===== src/rtl/serial_word_feeder.sv =====
// Parallel-to-serial word feeder: accepts a word on a valid/ready handshake and
// shifts it out one bit per clock, with back-to-back words and framing status.
module serial_word_feeder #(
  parameter int WIDTH     = 8,
  parameter bit MSB_FIRST = 1'b1,
  parameter bit IDLE_BIT  = 1'b0
) (
  input  logic             clk,
  input  logic             reset,
  input  logic             load_valid,
  input  logic [WIDTH-1:0] load_data,
  output logic             load_ready,
  output logic             out,
  output logic             out_valid,
  output logic             busy,
  output logic             done,
  output logic             dbg_state
);

  localparam int            CW      = $clog2(WIDTH);
  localparam logic [CW-1:0] LAST    = CW'(WIDTH - 1);
  localparam logic [CW-1:0] PENULT  = CW'(WIDTH - 2);

  // Handshake: a word transfers on a rising clk edge where load_valid && load_ready.
  // load_ready is combinational and never asserts while reset is low.

  typedef enum logic {
    S_IDLE  = 1'b0,
    S_SHIFT = 1'b1
  } state_e;

  state_e           state_q, state_d;
  logic [WIDTH-1:0] sr_q, sr_d;
  logic [CW-1:0]    cnt_q, cnt_d;
  logic             out_q, out_d;
  logic             out_valid_q, out_valid_d;
  logic             busy_q, busy_d;
  logic             done_q, done_d;

  logic             last_bit;
  logic             accept;
  logic             first_bit;
  logic             next_bit;
  logic [WIDTH-1:0] sr_adv;

  assign last_bit   = (state_q == S_SHIFT) && (cnt_q == LAST);
  assign load_ready = reset && ((state_q == S_IDLE) || last_bit);
  assign accept     = load_valid && load_ready;

  // The register rotates toward the sent end so the next bit to send always
  // sits next to the sent end; the wrapped bit is never read again.
  assign first_bit = MSB_FIRST ? load_data[WIDTH-1] : load_data[0];
  assign next_bit  = MSB_FIRST ? sr_q[WIDTH-2] : sr_q[1];
  assign sr_adv    = MSB_FIRST ? {sr_q[WIDTH-2:0], sr_q[WIDTH-1]}
                               : {sr_q[0], sr_q[WIDTH-1:1]};

  always_comb begin
    state_d     = state_q;
    sr_d        = sr_q;
    cnt_d       = cnt_q;
    out_d       = out_q;
    out_valid_d = out_valid_q;
    busy_d      = busy_q;
    done_d      = done_q;

    case (state_q)
      S_IDLE: begin
        if (accept) begin
          state_d     = S_SHIFT;
          sr_d        = load_data;
          cnt_d       = '0;
          out_d       = first_bit;
          out_valid_d = 1'b1;
          busy_d      = 1'b1;
          done_d      = 1'b0;
        end
      end
      S_SHIFT: begin
        if (!last_bit) begin
          sr_d   = sr_adv;
          cnt_d  = cnt_q + CW'(1);
          out_d  = next_bit;
          done_d = (cnt_q == PENULT);
        end else if (accept) begin
          // Back-to-back reload: the line never idles between words.
          sr_d        = load_data;
          cnt_d       = '0;
          out_d       = first_bit;
          out_valid_d = 1'b1;
          busy_d      = 1'b1;
          done_d      = 1'b0;
        end else begin
          state_d     = S_IDLE;
          cnt_d       = '0;
          out_d       = IDLE_BIT;
          out_valid_d = 1'b0;
          busy_d      = 1'b0;
          done_d      = 1'b0;
        end
      end
      default: begin
        state_d = S_IDLE;
      end
    endcase
  end

  always_ff @(posedge clk or negedge reset) begin
    if (!reset) begin
      state_q     <= S_IDLE;
      sr_q        <= '0;
      cnt_q       <= '0;
      out_q       <= IDLE_BIT;
      out_valid_q <= 1'b0;
      busy_q      <= 1'b0;
      done_q      <= 1'b0;
    end else begin
      state_q     <= state_d;
      sr_q        <= sr_d;
      cnt_q       <= cnt_d;
      out_q       <= out_d;
      out_valid_q <= out_valid_d;
      busy_q      <= busy_d;
      done_q      <= done_d;
    end
  end

  assign out       = out_q;
  assign out_valid = out_valid_q;
  assign busy      = busy_q;
  assign done      = done_q;
  assign dbg_state = state_q;

endmodule


===== config.mk =====
export PLATFORM = sky130hd
export DESIGN_NAME = serial_word_feeder
export DESIGN_NICKNAME = d
export VERILOG_FILES = /design/src/rtl/serial_word_feeder.sv
export SDC_FILE = /design/constraint.sdc
export NUM_CORES = 1
export LEC_CHECK = 0
export CAP_MARGIN = 10
export CORE_AREA = 2 2 41 43
export CTS_CLUSTER_DIAMETER = 50
export DETAILED_ROUTE_END_ITERATION = 8
export DIE_AREA = 0 0 43 45
export GPL_TIMING_DRIVEN = 0
export PLACE_DENSITY = 0.83
export SYNTH_ARGS = -nofsm -noshare
export SYNTH_HDL_FRONTEND = slang
export SYNTH_SLANG_ARGS = --single-unit

===== constraint.sdc =====
create_clock -name clk -period 3.3 [get_ports clk]
set_input_delay 0.495 -clock clk [delete_from_list [all_inputs] [get_ports clk]]
set_output_delay 0.495 -clock clk [all_outputs]
set_load 0.02 [all_outputs]

# [Word level (Yosys, flattened, before mapping)]
# Index checks and enable logic that the tools add are counted.
[op_classes] reduce_logical=5 mux=19 eq_ne=4 bitwise=1 addsub=1
[ops] operator="2-to-1 mux 8 bit" count=2
[ops] operator="one-hot mux 8 bit (2 select lines)" count=1
[ops] operator="2-to-1 mux 1 bit" count=9
[ops] operator="one-hot mux 1 bit (2 select lines)" count=4
[ops] operator="equality test 3 bit (second input constant)" count=2
[ops] operator="2-to-1 mux 3 bit" count=2
[ops] operator="one-hot mux 3 bit (2 select lines)" count=1
[ops] operator="adder 3 x 1 -> 3 bit (second input constant)" count=1
[ops] operator="logical AND 1 bit" count=3
[ops] operator="inequality test 2 x 1 -> 1 bit (second input constant)" count=1
[ops] operator="inequality test 2 bit (second input constant)" count=1
[ops] operator="AND reduction 2 bit" count=1
[ops] operator="logical OR 1 bit" count=1
[ops] operator="inverter 1 bit" count=1
[word_totals] elab_cells=36 ff_bits=15

# [Depth between registers and ports, before layout]
[depth] word_depth=8 mapped_depth=6 mapped_depth_nobuf=5

# [Worst setup path after synthesis]
# No wires, ideal clock.
[synth_path] kind="reg2out" startpoint="register cnt_q[0]" endpoint="output load_ready" slack_ns=1.563 n_path_buf=0 path_stages_with_launch=5 t_arrival_ns=1.242 path_cell_list="dfrtp_1 -> ha_1 -> ha_1 -> nand2b_1 -> and2_2"
[synth_between] elab_chain_len=4
[synth_lines] item="from (decl)" line_no="34" source="logic [CW-1:0] cnt_q, cnt_d;"
[synth_lines] item="from (signal assigned)" line_no="119" source="cnt_q <= cnt_d;"
[synth_lines] item="equality test 3 bit" line_no="46" source="assign last_bit = (state_q == S_SHIFT) && (cnt_q == LAST);"
[synth_lines] item="logical AND 1 bit" line_no="46"
[synth_lines] item="logical OR 1 bit" line_no="47" source="assign load_ready = reset && ((state_q == S_IDLE) || last_bit);"
[synth_lines] item="logical AND 1 bit" line_no="47"
[synth_lines] item="to (decl)" line_no="12" source="output logic load_ready,"
# No other way between the ends.

# [Worst setup path after layout]
[layout_path] startpoint="input reset" endpoint="output load_ready"
[layout_between] elab_chain_len=1
[layout_lines] item="from (decl)" line_no="9" source="input logic reset,"
[layout_lines] item="logical AND 1 bit" line_no="47"
# No other way between the ends.

==> metrics.csv <==
stage;metric;value;unit
detailed_routing;wl_per_cell;14.5;µm
clock_network;cts_setup_buffers;0;
critical_path;cp-start-kind;input port;
floorplan;start_util;48.5;%
cells_and_area;final_core_util;62.6;%
detailed_routing;vias;563;
cells_and_area;finalNetCount;97;
global_routing;grt_pass1_wl;2.38;mm
logic_synthesis;seq_area_frac_synth;52.6;%
detailed_routing;postRouteAntennaNets;0;
global_routing;grt_max_degree;20;
detailed_routing;drt_iter0_drc;20;
logic_synthesis;ys_top_cells_by_count;dfrtp_1, a221o_1, and3_1, nand3_1, o21ai_0;
global_routing;overflow;0;
clock_network;clockBufferDepth;2;
job;maxCapViolations;0;
clock_network;cts_buffers;3;
floorplan;core-area;1470;µm²
logic_synthesis;syn_avg_cell_area;11.5;µm²
sta;max_slew.worst_pin.slew;0.774;ns
global_routing;grt.total_usage;17.2;%
sta;finalSetupTns;0;ns
cells_and_area;drive_gt1_share;14.6;%
critical_path;worstPathCellList;clkdlybuf4s50_1 > and2_2 > clkdlybuf4s50_1;
power_and_ir_drop;power_density;819;nW/µm²
clock_network;clock-sinks;15;
sta;period_share;85.9;%
floorplan;fp.dieH;45;µm
detailed_routing;viasPerCell;5.74;
sta;relSlewSlack;48.2;%
floorplan;dieArea;1940;µm²
logic_synthesis;syn_inst;62;
power_and_ir_drop;p_leak;0.000444;µW
logic_synthesis;synth_most_common_cell;dfrtp_1;
clock_network;h-tree-depth;1;
sta;rsz0062_at_grt;no;
detailed_routing;drcViolationCount;0;
critical_path;cp_num_buf_inv;2;
sta;clock.fmax;353;MHz
logic_synthesis;synth.cell_area;713;µm²
critical_path;crit_slowest_cell;clkdlybuf4s50_1;
logic_synthesis;synth_seq_cells;15;
global_routing;antenna_found_initial;0;
clock_network;insertion_delay;0.29;ns
cells_and_area;antenna_cells;0;
logic_synthesis;synth_top_area_share;52.6;%
sta;worst_slack;0.465;ns
logic_synthesis;ys_warn_count;0;
clock_network;cts_tree;yes;
floorplan;die_x;43;µm
clock_network;root_buffer;clkbuf_4;
critical_path;cp_data_arrival_time;2.34;ns
floorplan;io-pin-count;17;
place;dp_slack;0.416;ns
power_and_ir_drop;ir_drop;0.510;mV
critical_path;critPathCaptureType;primary output;
cells_and_area;synthToLayoutAreaGrowth;29.1;%
logic_synthesis;syn_nets;76;
place;dp.final_hpwl;1.02;mm
global_routing;grt_pass1_vias;541;
logic_synthesis;async_reset_ff_share;100;%
clock_network;holdBufCountCts;0;
logic_synthesis;synth.largest_area_cell;dfrtp_1;
place;port_buffers;16;
floorplan;std_cell_rows;14;
critical_path;required;2.80;ns
sta;fin_skew;0.00942;ns
critical_path;path_max_fanout;19;
place;gp_congestion;0.733;
critical_path;critPathTopFamily;buffers and inverters;
critical_path;cp_common_cell;clkdlybuf4s50_1;
critical_path;worstSetupPathType;in -> out;
worst_hold_path;hp-class;reg -> reg;
logic_synthesis;synthFlopType;dfrtp_1;
logic_synthesis;synth_edf_count;0;
logic_synthesis;synth.distinct_cells;22;
critical_path;cpPeakStageDelay;0.97;ns
detailed_routing;firstDrtPassIters;4;
detailed_routing;drt_wl_total;1.42;mm
sta;period_minus_slack;2.83;ns
sta;drv_slew;0;
clock_network;cts_resized;0;
run_status;status;finished clean;
logic_synthesis;netlist_top_cells_area;dfrtp_1, a221o_1, and3_1;
sta;setup_viol;0;
sta;hold_slack;0.515;ns
clock_network;path_clk_slew;0.09;ns
sta;hold_viol;0;
stage by stage:
step / power, µW / area, µm² / cells
finish: 754 / 921 / 98
global placement: 638 / 893 / 94
global route: 809 / 921 / 98
detailed placement: 654 / 893 / 94
floorplan: 530 / 713 / 62
CTS: 761 / 921 / 98
flip-flops by register name (all words and copies together) (netlist names):
register   flops
sr_q           8
cnt_q          3
busy           1
dbg_state      1
done           1
out            1
final timing paths:
| path | depth (start not counted) | start | endpoint | slack (ns) |
|---|---|---|---|---|
| max in group asynchronous | 1 | reset | sr_q[2] | 2.16 |
| hold reg to reg | 1 | sr_q[5] | sr_q[6] | 0.51 |
| hold / removal | 1 | sr_q[5] | sr_q[6] | 0.51 |
| setup reg to reg | 5 | cnt_q[0] | sr_q[3] | 1.54 |
| min in group asynchronous | 1 | reset | out | 0.65 |
| setup / recovery | 3 | reset | load_ready | 0.47 |
kinds of logic (layout without fill, tap and decap cells):
| group | Yosys count | after routing | share of synthesized area [%] |
|---|---|---|---|
| fa+ha+maj | 3 | 3 | 5.26 |
| compound gates | 16 | 16 | 18.2 |
| buf+inv | 6 | 26 | 4.91 |
| flops | 15 | 15 | 52.6 |
| simple gates | 22 | 22 | 18.9 |
cells in the final DEF (no fill, tap or decap), drive strengths merged:
master          n
ha              3
nand3           5
a21o            1
a221o           8
buf             2
and2            3
o21ai           4
clkdlybuf4s50  16
nor2            2
a22o            1
nand2b          1
and2b           1
a21oi           1
nand2           3
clkbuf          4
clkinv          1
dfrtp          15
inv             3
a32oi           1
and3            7
routing by layer:
metal | global-route usage [%] | wire (µm)
met4 | 9.09 | 14
met3 | 4.80 | 69
met5 | 0 | 0
met2 | 28.5 | 706
met1 | 20.7 | 629
area by class of cell:
cell class	instances	area [µm²]
Buffer	3	23.8
Clock buffer	3	22.5
Clock inverter	1	5.00
Fill cell	130	551
Inverter	3	11.3
Multi-Input combinational cell	41	303
Sequential cell	15	375
Tap cell	16	20.0
Timing Repair Buffer	16	160
report_power, final:
part,leakage [µW],internal (µW),total (µW),switching (µW)
logic,0.000239,179,334,155
clock network,0.0000177,45.1,105,60.3
registers,0.000187,261,315,54.0
total,0.000444,485,754,269
(Power assumes the default switching activity.)
